### config.mk
export PLATFORM = sky130hd
export DESIGN_NAME = imem_fetch_ctrl
export DESIGN_NICKNAME = d
export VERILOG_FILES = /design/src/rtl/imem_fetch_ctrl.sv
export SDC_FILE = /design/constraint.sdc
export NUM_CORES = 1
export LEC_CHECK = 0
export CAP_MARGIN = 10
export CORE_ASPECT_RATIO = 0.7
export CORE_MARGIN = 2
export CORE_UTILIZATION = 55
export DETAILED_ROUTE_END_ITERATION = 10
export GPL_TIMING_DRIVEN = 0
export PLACE_DENSITY_LB_ADDON = 0.08
export SYNTH_ARGS = -nofsm -noshare
export SYNTH_HDL_FRONTEND = slang
export SYNTH_SLANG_ARGS = --single-unit
### constraint.sdc
create_clock -name clk -period 4.61 [get_ports clk]
set_clock_uncertainty 0.1 [all_clocks]
set_input_delay 0.922 -clock clk [delete_from_list [all_inputs] [get_ports clk]]
set_output_delay 0.922 -clock clk [all_outputs]
set_load 0.1 [all_outputs]
### src/rtl/imem_fetch_ctrl.sv
// Fetch-stage controller: owns the PC, issues one-word instruction reads and queues fetched words for ID.
// Define IMEM_LOADER_EN to add boot-loader write access to the instruction-memory port.
module imem_fetch_ctrl #(
    parameter logic [31:0] RESET_PC = 32'h0000_0000,
    parameter int unsigned QDEPTH   = 2
) (
    input  logic        clk,
    input  logic        rst_n,
    input  logic        redirect_valid,
    input  logic [31:0] redirect_pc,
    output logic        imem_req,
    output logic [31:0] imem_addr,
    input  logic [31:0] imem_rdata,
    output logic        if_valid,
    output logic [31:0] if_pc,
    output logic [31:0] if_instr,
`ifdef IMEM_LOADER_EN
    input  logic        if_ready,
    input  logic        ld_valid,
    input  logic [31:0] ld_addr,
    input  logic [31:0] ld_data,
    output logic        ld_ready,
    output logic        imem_we,
    output logic [31:0] imem_wdata
`else
    input  logic        if_ready
`endif
);

    localparam int unsigned AW = (QDEPTH > 1) ? $clog2(QDEPTH) : 1;
    localparam int unsigned OW = $clog2(QDEPTH + 1);
    localparam int unsigned LW = OW + 1;

    typedef enum logic [1:0] {
        ST_BOOT  = 2'd0,
        ST_FETCH = 2'd1
`ifdef IMEM_LOADER_EN
        ,
        ST_LOAD  = 2'd2
`endif
    } state_t;

    function automatic logic [31:0] word_align(input logic [31:0] addr);
        return addr & 32'hFFFF_FFFC;
    endfunction

    state_t      state_r;
    state_t      state_s;
    logic [31:0] fetch_pc_r;
    logic [31:0] fetch_pc_s;
    logic        inflight_r;
    logic [31:0] req_pc_r;
    logic [OW-1:0] occ_r;
    logic [AW-1:0] rd_ptr_r;
    logic [AW-1:0] wr_ptr_r;
    logic [31:0] pc_q_r    [QDEPTH];
    logic [31:0] instr_q_r [QDEPTH];

    logic        issue_s;
    logic        flush_s;
    logic        push_s;
    logic        pop_s;
    logic        head_valid_s;
    logic [LW-1:0] level_s;
    logic        req_s;
    logic [31:0] addr_s;
`ifdef IMEM_LOADER_EN
    logic        we_s;
    logic [31:0] wdata_s;
    logic        ld_ready_s;
`endif

    assign head_valid_s = (occ_r != OW'(0));
    assign pop_s        = head_valid_s & if_ready;
    // Projected queue usage if a read were issued now; a pop this cycle frees a slot.
    assign level_s      = {1'b0, occ_r} + LW'(inflight_r) - LW'(pop_s);
    // A response arriving in a flush cycle is the killed in-flight read.
    assign push_s       = inflight_r & ~flush_s;

    // Next-state, issue decision and memory-port drive.
    always_comb begin
        state_s    = state_r;
        fetch_pc_s = fetch_pc_r;
        issue_s    = 1'b0;
        flush_s    = 1'b0;
        req_s      = 1'b0;
        addr_s     = 32'h0000_0000;
`ifdef IMEM_LOADER_EN
        we_s       = 1'b0;
        wdata_s    = 32'h0000_0000;
        ld_ready_s = 1'b0;
`endif
        case (state_r)
            ST_BOOT: begin
                if (redirect_valid) begin
                    fetch_pc_s = word_align(redirect_pc);
                end else begin
                    fetch_pc_s = fetch_pc_r;
                end
`ifdef IMEM_LOADER_EN
                if (ld_valid) begin
                    state_s = ST_LOAD;
                end else begin
                    state_s = ST_FETCH;
                end
`else
                state_s = ST_FETCH;
`endif
            end
            ST_FETCH: begin
                if (redirect_valid) begin
                    flush_s    = 1'b1;
                    fetch_pc_s = word_align(redirect_pc);
                end
`ifdef IMEM_LOADER_EN
                else if (ld_valid) begin
                    // Stop issuing and hand the port over once the last read has returned.
                    if (!inflight_r) begin
                        state_s = ST_LOAD;
                    end else begin
                        state_s = ST_FETCH;
                    end
                end
`endif
                else if (level_s < LW'(QDEPTH)) begin
                    issue_s    = 1'b1;
                    req_s      = 1'b1;
                    addr_s     = fetch_pc_r;
                    fetch_pc_s = fetch_pc_r + 32'd4;
                end else begin
                    issue_s = 1'b0;
                end
            end
`ifdef IMEM_LOADER_EN
            ST_LOAD: begin
                ld_ready_s = 1'b1;
                if (ld_valid) begin
                    req_s   = 1'b1;
                    we_s    = 1'b1;
                    addr_s  = word_align(ld_addr);
                    wdata_s = ld_data;
                end else begin
                    state_s    = ST_FETCH;
                    flush_s    = 1'b1;
                    fetch_pc_s = RESET_PC;
                end
            end
`endif
            default: begin
                state_s    = ST_BOOT;
                flush_s    = 1'b1;
                fetch_pc_s = RESET_PC;
            end
        endcase
    end

    // FSM state, fetch PC and in-flight read tracking.
    always_ff @(posedge clk or negedge rst_n) begin
        if (!rst_n) begin
            state_r    <= ST_BOOT;
            fetch_pc_r <= RESET_PC;
            inflight_r <= 1'b0;
            req_pc_r   <= 32'h0000_0000;
        end else begin
            state_r    <= state_s;
            fetch_pc_r <= fetch_pc_s;
            inflight_r <= issue_s;
            if (issue_s) begin
                req_pc_r <= fetch_pc_r;
            end
        end
    end

    // Instruction queue storage and pointers; a flush empties it in one cycle.
    always_ff @(posedge clk or negedge rst_n) begin
        if (!rst_n) begin
            occ_r    <= OW'(0);
            rd_ptr_r <= AW'(0);
            wr_ptr_r <= AW'(0);
            for (int i = 0; i < QDEPTH; i++) begin
                pc_q_r[i]    <= 32'h0000_0000;
                instr_q_r[i] <= 32'h0000_0000;
            end
        end else if (flush_s) begin
            occ_r    <= OW'(0);
            rd_ptr_r <= AW'(0);
            wr_ptr_r <= AW'(0);
        end else begin
            if (push_s) begin
                pc_q_r[wr_ptr_r]    <= req_pc_r;
                instr_q_r[wr_ptr_r] <= imem_rdata;
                wr_ptr_r            <= wr_ptr_r + AW'(1);
            end
            if (pop_s) begin
                rd_ptr_r <= rd_ptr_r + AW'(1);
            end
            occ_r <= occ_r + OW'(push_s) - OW'(pop_s);
        end
    end

    assign imem_req  = req_s;
    assign imem_addr = addr_s;
    assign if_valid  = head_valid_s;
    assign if_pc     = head_valid_s ? pc_q_r[rd_ptr_r]    : 32'h0000_0000;
    assign if_instr  = head_valid_s ? instr_q_r[rd_ptr_r] : 32'h0000_0000;
`ifdef IMEM_LOADER_EN
    assign ld_ready   = ld_ready_s;
    assign imem_we    = we_s;
    assign imem_wdata = wdata_s;
`endif

endmodule

# Word level (Yosys, flattened, before mapping)
# Index checks and enable logic that the tools add are counted.
[op_classes] n_bitwise=5 muxes=30 reduce_logical=7 n_eq_ne=3 n_lt_le_gt_ge=4 add_sub_neg=7
[ops] operator="2-to-1 mux 32 bit" count=15
[ops] operator="bitwise mux 64 bit" count=2
[ops] operator="one-hot mux 32 bit (2 select lines)" count=1
[ops] operator="adder 32 x 3 -> 32 bit, second input constant" count=1
[ops] operator="demux 32 bit (select 1 bit)" count=1
[ops] operator="2-to-1 mux 1 bit" count=8
[ops] operator="nonzero test 2 bit" count=3
[ops] operator="greater-or-equal comparator 2 bit, second input constant" count=2
[ops] operator="NOT 1 -> 2 bit" count=2
[ops] operator="one-hot mux 2 bit (2 select lines)" count=1
[ops] operator="AND reduction 2 bit" count=2
[ops] operator="adder 2 x 1 -> 3 bit" count=1
[ops] operator="< comparator 3 x 2 -> 1 bit, second input constant" count=1
[ops] operator="!= test 3 bit, second input constant" count=1
[ops] operator="subtractor 3 x 1 -> 3 bit" count=1
[ops] operator="adder 1 bit, second input constant" count=2
[ops] operator="adder 2 x 1 -> 2 bit" count=1
[ops] operator="AND 1 bit" count=2
[ops] operator="== test 2 x 1 -> 1 bit, second input constant" count=1
[ops] operator="zero test 2 bit" count=1
[ops] operator="< comparator 2 x 1 -> 1 bit, second input constant" count=1
[ops] operator="2-to-1 mux 2 bit" count=1
[ops] operator="!= test 2 bit, second input constant" count=1
[ops] operator="one-hot mux 1 bit (2 select lines)" count=1
[ops] operator="other kinds (3)" count=3
[totals] wordCells=67 reg_bits=199 output_inout_bits=98 input_bits=68

# Logic depth before layout (Yosys ltp)
# Gate-level depths: netlist of the first run.
[depth] depth_word=7 depth_mapped=10 depth_no_buf=9

# Worst setup path after synthesis of the first run
# No wires, ideal clock.
[synth_timing] path_type="input-to-output" start="input if_ready" end="output imem_addr[18]" path_slack_ns=-0.088 path_stages=9 arrival_ns=3.676 cell_sequence="nand2_1 nor2_1 o21ai_0 fa_1 xnor2_1 a31o_2 buf_2 nand2_1 nor2_1"
[synth_between] elab_chain_cells=6
[synth_lines] element="start, declared" line_no="26" source="input logic if_ready"
[synth_lines] element="AND 1 bit" line_no="74" source="assign pop_s = head_valid_s & if_ready;"
[synth_lines] element="subtractor 3 x 1 -> 3 bit" line_no="76" source="assign level_s = {1'b0, occ_r} + LW'(inflight_r) - LW'(pop_s);"
[synth_lines] element="< comparator 3 x 2 -> 1 bit" line_no="125" source="else if (level_s < LW'(QDEPTH)) begin"
[synth_lines] element="2-to-1 mux 32 bit" line_no="125"
[synth_lines] element="2-to-1 mux 32 bit" line_no="111" source="if (redirect_valid) begin"
[synth_lines] element="2-to-1 mux 32 bit" line_no="93" source="case (state_r)"
[synth_lines] element="end, declared" line_no="12" source="output logic [31:0] imem_addr,"
# No other way between the ends.

# Worst setup path in the final report of the first run
[layout_timing] start="register rd_ptr_r" end="output if_pc[15]"
[layout_between] elab_chain_cells=5
[layout_lines] element="start, declared" line_no="54" source="logic [AW-1:0] rd_ptr_r;"
[layout_lines] element="start signal, assigned" line_no="195" source="rd_ptr_r <= rd_ptr_r + AW'(1);"
[layout_lines] element="NOT 1 -> 2 bit (implied by the code)" line_no="204" source="assign if_pc = head_valid_s ? pc_q_r[rd_ptr_r] : 32'h0000_0000;"
[layout_lines] element="2-to-1 mux 32 bit (implied by the code) (3 in series)" line_no="204"
[layout_lines] element="2-to-1 mux 32 bit" line_no="204"
[layout_lines] element="end, declared" line_no="15" source="output logic [31:0] if_pc,"
# No other way between the ends. The select of a mux whose other input is x is not followed.

==> results of run 1 <==
## per-stage QoR
step | setup WS, ns | hold slack [ns] | instances
4_1_cts | -0.0110 | 0.402 | 1178
3_5_place_dp | -1.17 | 0.387 | 1146
5_1_grt | 0.00311 | 0.417 | 1178
6_report | 0.147 | 0.383 | 1178
3_3_place_gp | -4.95 | 0.373 | 1145
2_1_floorplan | -0.0882 | 0.362 | 762
## layout make-up
class                           count  share of cell area
Sequential cell                   190               0.407
Multi-Input combinational cell    513               0.341
Timing Repair Buffer              160               0.151
Clock buffer                       19              0.0371
Tap cell                          225              0.0241
Buffer                             51              0.0236
Clock inverter                     13              0.0132
Inverter                            7             0.00225
## logic make-up (layout without fill, tap and decap cells)
logic type	Yosys count	count (layout)	synth area share
and+or+nand+nor	204	204	0.116
DFF	190	190	0.530
muxes	186	186	0.225
AOI/OAI and AO/OA	102	102	0.0774
buffers and inverters	59	250	0.0331
xor gates and xnor gates	12	12	0.0117
adders and majority gates	4	4	0.00642
other	2	5	0.000837
## what timing repair did
action | 4_1_cts | 5_1_grt
pin swaps | 1 | 1
resized for setup | 222 | 47
hold buffers | 0 | 0
setup endpoints to repair | 31 | 32
buffers inserted | 0 | 1
## cell usage after synthesis (all sizes together), types with 2 or more instances
master     n
and3      33
a2bb2oi    2
or4        3
a211oi     2
nand4      8
mux2i     62
a21o      32
inv        7
xnor2     10
and2       5
nor3       9
o22ai      7
o22a       3
a21oi     24
ha         3
and4       4
clkbuf    30
nand2     29
nand3     19
a311oi     3
xor2       2
buf       22
dfrtp    190
conb       2
o21ai     15
o31a       2
nor4       4
nor2b      2
a41oi      2
a31oi      3
mux2     124
nor2      86
## layer usage
layer / wire (µm) / vias up
li1: - / 3056
met1: 10400 / 3361
met2: 10600 / 266
met3: 1450 / 23
met4: 301 / 0
met5: 0 / -
## sequential cells by signal (all words and copies together) (netlist names)
register,count
state_r,1
req_pc_r,30
rd_ptr_r,1
inflight_r,1
occ_r,2
wr_ptr_r,1
fetch_pc_r,30
instr_q_r,64
pc_q_r,60
## worst max path at each step
stage             start       endpoint  slack [ns]  cells past startpoint
2_1_floorplan  if_ready  imem_addr[18]       -0.09                      9
3_3_place_gp      rst_n  instr_q_r[10]       -4.95                      1
3_5_place_dp   if_ready  imem_addr[20]       -1.17                     11
4_1_cts        if_ready  imem_addr[19]       -0.01                     11
5_1_grt        rd_ptr_r      if_pc[15]       0.003                      5
6_report       rd_ptr_r      if_pc[15]        0.15                      5
==> impl_summary.txt, run 1 <==
----------------------------------------------------
[Setup path]
  Reg2reg path depth ... 9
  Reg2reg start ... occ_r[1]
  Worst path slowest cell ... clkdlybuf4s50_1
  Family with the most delay on the worst path ... buffers and inverters
  Arrival time at the worst endpoint ... 3.44 ns
  Ordered list of cells on the worst path ... clkbuf_1, buf_1, mux2i_1, nor2_1, clkdlybuf4s50_1
  Largest stage delay on the critical path ... 1.16 ns
  Worst setup SP type ... register
  CP required ... 3.59 ns
  Endpoint of the most critical register-to-register path ... req_pc_r[4]
  Worst-path maximum fanout ... 10
  CP bufs+invs ... 3
  Critical path type ... register to primary output
  Nature of the critical path endpoint ... primary output
  Minimum setup slack among reg-to-reg paths ... 1.65 ns

[STA]
  Setup Viol. Count Final ... 0
  Least-Margin Pin Slew ... 1.01 ns
  Final Slew Violations ... 0
  Fmax ... 0.224 GHz
  Aggregate negative setup slack ... 0 ns
  Final critical-path share of the clock period ... 0.968
  Unrepaired setup endpoints after global routing ... no
  Final Hold Vio Count ... 0
  Final worst path period need ... ~4.5 ns
  Max-Slew Margin vs Limit ... 0.323

[Place]
  Final weighted congestion in routability-driven placement ... about 0.94
  Final HPWL from detailed placement ... 15800 µm
  Placement-stage cell area ... roughly 11000 µm²
  Port buffer count ... between 150 and 200

[Yosys]
  Top flip-flop cell by instance count after synthesis ... dfrtp_1
  Ranking of synthesized cells by area ... dfrtp_1, mux2_2, mux2i_1
  Number of unique standard cell types used by synthesis ... 57
  Post-synthesis sequential area ratio ... 0.530
  Avg Cell Area, Syn ... roughly 12 µm²
  Top-area cell type share of the netlist area ... 0.530
  Yosys synthesis warning count ... 0
  Cell type with the largest total area after synthesis ... dfrtp_1
  Number of storage elements in the synthesis netlist ... 190
  Post-synthesis cell area ... about 9000 µm²
  Post-synth EDFFs ... 0
  Number of instances in the synthesized netlist ... 759
  Fraction of synthesis flops using an asynchronous set or reset pin ... 1.00

[Status]
  Run status ... completed

[Layout]
  Diodes inserted ... 0
  Design area ... roughly 12000 µm²
  Area of the multi-input gates ... 3980 µm²
  Number of nets at the end of the flow ... 1012
  Layout Area Growth over Synthesis ... 30.1%
  Fill count ... 1103
  Core Util, Final ... 0.723
  Most frequent cells in the layout ... dfrtp_1, clkdlybuf4s50_1, mux2_2
  Commonest non-fill, non-tap cell in the layout ... dfrtp_1
  Layout cells sized above 1 ... 0.253
  Register cell area after layout ... roughly 4800 µm²

[Clock network]
  Buffer levels on the longest clock path ... 2
  Clock root cell ... clkbuf_16
  Cts bufs inserted ... 17
  CTS tree ... yes
  Clock insertion delay at the later pin of the skew report ... 0.43 ns
  Clk sink count ... 190
  Count of H-tree levels built during CTS ... 4
  Clock-pin slew reported for the worst setup and hold paths after clock tree synthesis ... ~0.07 ns

[GRT]
  Overall overflow remaining after global route ... 0
  Met1 layer usage reported by global route ... 0.393
  Wire length of the first global-routing pass ... 36200 µm
  Busiest grt layer ... met2
  Via count of the first global-routing pass ... ~7000
  GRT met3 Usage ... 0.0469
  Largest net degree at the start of global routing ... 100
  Global router's overall resource usage ... 0.268
  Met2 global-route usage ... 0.416
  Number of antenna violations at the first check in global routing ... 0

[Floorplan]
  Die Width ... 157 µm
  Die H ... 111 µm
  Row Count ... 39
  I/O Pins ... 166
  Core outline area ... 16200 µm²
  Die Footprint ... 17400 µm²
  Effective utilization at floorplan ... 0.555

[Detailed routing]
  Total iterations of the first detailed-routing run ... 6
  Detail Route Antenna Nets ... 0
  WL final ... 22700 µm
  Total number of vias ... 6706
  DRC Markers ... 0
  Iter 0 DRT Violations ... 537
  Post-detailed-route wirelength per cell ... 19.3 µm
  Detail-routed via count per cell ... 5.69

[Min path]
  Kind of path behind the tightest hold check ... input port to async pin

[Job]
  Max_cap viols ... 0

----------------------------------------------------
Power of run 1 is left out: the tool's default activity adds up to more than one toggle a clock period on the data nets, which glitch-free logic cannot reach.
==> inputs of run 2 (changes only) <==
- ABC_AREA: not set -> 1
==> impl_summary.txt, run 2 <==
----------------------------------------------------
[Layout]
  Register bank with the most flops ... instr_q_r
  Layout cells sized above 1 ... 0.103
  Core Util, Final ... 0.708
  Number of nets at the end of the flow ... 1469
  Commonest non-fill, non-tap cell in the layout ... nand2_1
  Most frequent cells in the layout ... nand2_1, dfrtp_1, clkdlybuf4s50_1
  Fill count ... 1441
  Layout Area Growth over Synthesis ... 26.5%
  Register cell area after layout ... 4750 µm²
  Cell Count, Final, Fillers Out ... 1640
  Area of the multi-input gates ... 3960 µm²
  Diodes inserted ... 0
  Design area ... around 12000 µm²
  Number of flip-flops in the largest register ... between 60 and 70
  Leading registers by flop count ... instr_q_r: 64 flops, pc_q_r: 60 flops

[Setup path]
  Largest stage delay on the critical path ... 0.50 ns
  Critical path type ... input port to primary output
  CP bufs+invs ... 6
  Endpoint of the most critical register-to-register path ... req_pc_r[4]
  Reg2reg start ... occ_r[1]
  Arrival time at the worst endpoint ... 3.42 ns
  CP required ... 3.59 ns
  CP startpoint ... if_ready
  Worst path slowest cell ... clkdlybuf4s50_1
  Worst-path maximum fanout ... 10
  Worst setup SP type ... input port
  Ordered list of cells on the worst path ... clkdlybuf4s50_1, nand2_1, inv_1, nand2_1, o21ai_0, nand2_1, fa_1, nand2_1, inv_1, nand3_2, nor2_4, inv_2, buf_6, nor2_4, buf_6
  Family with the most delay on the worst path ... buffers and inverters
  Reg2reg path depth ... 13
  Minimum setup slack among reg-to-reg paths ... 1.70 ns
  Nature of the critical path endpoint ... primary output
  Cell with the most instances on the worst path ... nand2_1

[Detailed routing]
  WL final ... around 26000 µm
  DRC Markers ... 0
  Total iterations of the first detailed-routing run ... 5
  Post-detailed-route wirelength per cell ... 16.1 µm
  Detail-routed via count per cell ... 5.32
  Total number of vias ... 8721
  Detail Route Antenna Nets ... 0
  Iter 0 DRT Violations ... a little over 800

[Floorplan]
  Die H ... ~110 µm
  Row Count ... 40
  Die Width ... 162 µm
  I/O Pins ... 166
  Core outline area ... 17100 µm²
  Die Footprint ... 18500 µm²
  Effective utilization at floorplan ... 0.560

[Status]
  Run status ... completed

[Yosys]
  Number of instances in the synthesized netlist ... 1215
  Top-area cell type share of the netlist area ... 0.498
  Most instantiated cells after synthesis ... nand2_1, dfrtp_1, inv_1
  Cell type with the largest total area after synthesis ... dfrtp_1
  Ranking of synthesized cells by area ... dfrtp_1, nand2_1, o21ai_0
  Post-synthesis sequential area ratio ... 0.498
  Yosys synthesis warning count ... 0
  Dominant cell by count in the synthesized netlist ... nand2_1
  Post-synth EDFFs ... 0
  Number of unique standard cell types used by synthesis ... 31
  Top flip-flop cell by instance count after synthesis ... dfrtp_1
  Number of storage elements in the synthesis netlist ... 190
  Avg Cell Area, Syn ... slightly below 8 µm²
  Post-synthesis cell area ... 9550 µm²
  Fraction of synthesis flops using an asynchronous set or reset pin ... 1.00

[Place]
  Cell Count Post-Placement ... 1609
  Port buffer count ... around 160
  Post-Place Worst Slack ... -0.923 ns
  Final weighted congestion in routability-driven placement ... 0.952
  Placement-stage cell area ... 11500 µm²
  Final HPWL from detailed placement ... 19200 µm

[GRT]
  Number of antenna violations at the first check in global routing ... 0
  Overall overflow remaining after global route ... 0
  Global router's overall resource usage ... 0.298
  Via count of the first global-routing pass ... 8058
  Largest net degree at the start of global routing ... 102
  Wire length of the first global-routing pass ... 42700 µm

[Clock network]
  Buffer levels on the longest clock path ... 2
  CTS tree ... yes
  Clock root cell ... clkbuf_16
  Cts bufs inserted ... 17
  Clock-pin slew reported for the worst setup and hold paths after clock tree synthesis ... 0.07 ns
  Clk sink count ... 190
  Clock insertion delay at the later pin of the skew report ... ~0.43 ns
  Count of H-tree levels built during CTS ... 4
  Number of hold buffers added after cts ... 0

[STA]
  Final Slew Violations ... 0
  Fin worst setup slack ... between 0.15 and 0.2 ns
  Aggregate negative setup slack ... 0 ns
  Setup Viol. Count Final ... 0
  Least-Margin Pin Slew ... 1.04 ns
  Unrepaired setup endpoints after global routing ... no
  Final critical-path share of the clock period ... 0.964
  Worst hold-check slack ... 0.384 ns
  Fmax ... 0.225 GHz
  Final Hold Vio Count ... 0
  Max-Slew Margin vs Limit ... 0.306
  Final worst path period need ... 4.44 ns

[Min path]
  Hold worst-path end ... pc_q_r[36]
  Kind of path behind the tightest hold check ... register to register
  Startpoint of the worst hold path ... pc_q_r[36]
  Count of cells along the worst hold path ... 2

[Pwr]
  Overall power after layout ... 9.65 mW
  LEAKAGE ... 5.61 nW
  Power density normalized to cell area ... 799 nW/µm²
  Worst IR Drop VDD ... 760 µV

[Job]
  Max_cap viols ... 0

----------------------------------------------------
run 2: cell types whose count changed after synthesis, moves of 32 or more:
| cell | previous run | this run |
|---|---|---|
| mux2i_1 | 62 | 0 |
| mux2_2 | 124 | 0 |
| inv_1 | 7 | 116 |
| a21oi_1 | 24 | 65 |
| o21ai_0 | 15 | 103 |
| o21ai_1 | 0 | 47 |
| and3_1 | 32 | 0 |
| nand2_1 | 29 | 402 |
run 2: per-layer routing:
layer  up-vias  routed length (µm)  GRT usage
met3        25                2080     0.0583
met1      4183               13000      0.471
met2       334               11100      0.418
met4         0                 314     0.0804
li1       4179                   -          -
met5         -                   0          0
run 2: timing repair:
action / in CTS / in global routing
setup endpoints to repair: 31 / 31
setup buffers: 0 / 0
gates resized for setup: 162 / 72
run 2: area by class of cell:
type | count | share of cell area
tap | 231 | 0.0239
clock inverter | 11 | 0.0129
inverter | 120 | 0.0373
multi-input combinational | 840 | 0.327
sequential | 190 | 0.393
timing repair buffer | 160 | 0.134
buffer | 68 | 0.0336
clock buffer | 20 | 0.0370
run 2: worst max path at each step:
stage | end | slack [ns] | depth (start not counted)
4_1_cts | imem_addr[11] | 0.004 | 15
3_3_place_gp | req_pc_r[28] | -5.42 | 1
5_1_grt | imem_addr[7] | 0.00003 | 15
3_5_place_dp | imem_req | -0.92 | 13
2_1_floorplan | imem_req | 0.11 | 13
6_report | imem_addr[15] | 0.17 | 15
run 2: worst register-to-register path, cell delays in order (launching register included):
cell and delay, ns:
dfrtp_1 0.48, nor2_4 0.30, inv_1 0.11, nand2_1 0.12
inv_1 0.07, nand2_1 0.08, inv_1 0.06, fa_1 0.51
nand2_1 0.05, inv_1 0.06, nand3_2 0.09, nor2_4 0.19
clkbuf_1 0.44, o21bai_1 0.12
run 2: logic make-up after synthesis:
group                      share of synthesized area
other                                       0.000786
DFF                                            0.498
and+or+nand+nor                                0.257
adders and majority gates                    0.00603
xor gates and xnor gates                     0.00367
buffers and inverters                         0.0896
AOI/OAI and AO/OA                              0.145
run 2: power by group:
| group | leakage [nW] | total (mW) | switching (mW) | internal, mW |
|---|---|---|---|---|
| logic | 2.91 | 5.35 | 4.04 | 1.31 |
| registers | 2.40 | 2.78 | 0.411 | 2.37 |
| clock network | 0.289 | 1.52 | 0.649 | 0.874 |
| total | 5.61 | 9.65 | 5.10 | 4.56 |
Note: power is estimated with default switching activity, not from simulation.
==> inputs of run 3 (changes only) <==
- CTS_CLUSTER_SIZE: not set -> 8
==> results of run 3 <==
No change in the layout: final DEF, timing and power equal those of run 2.
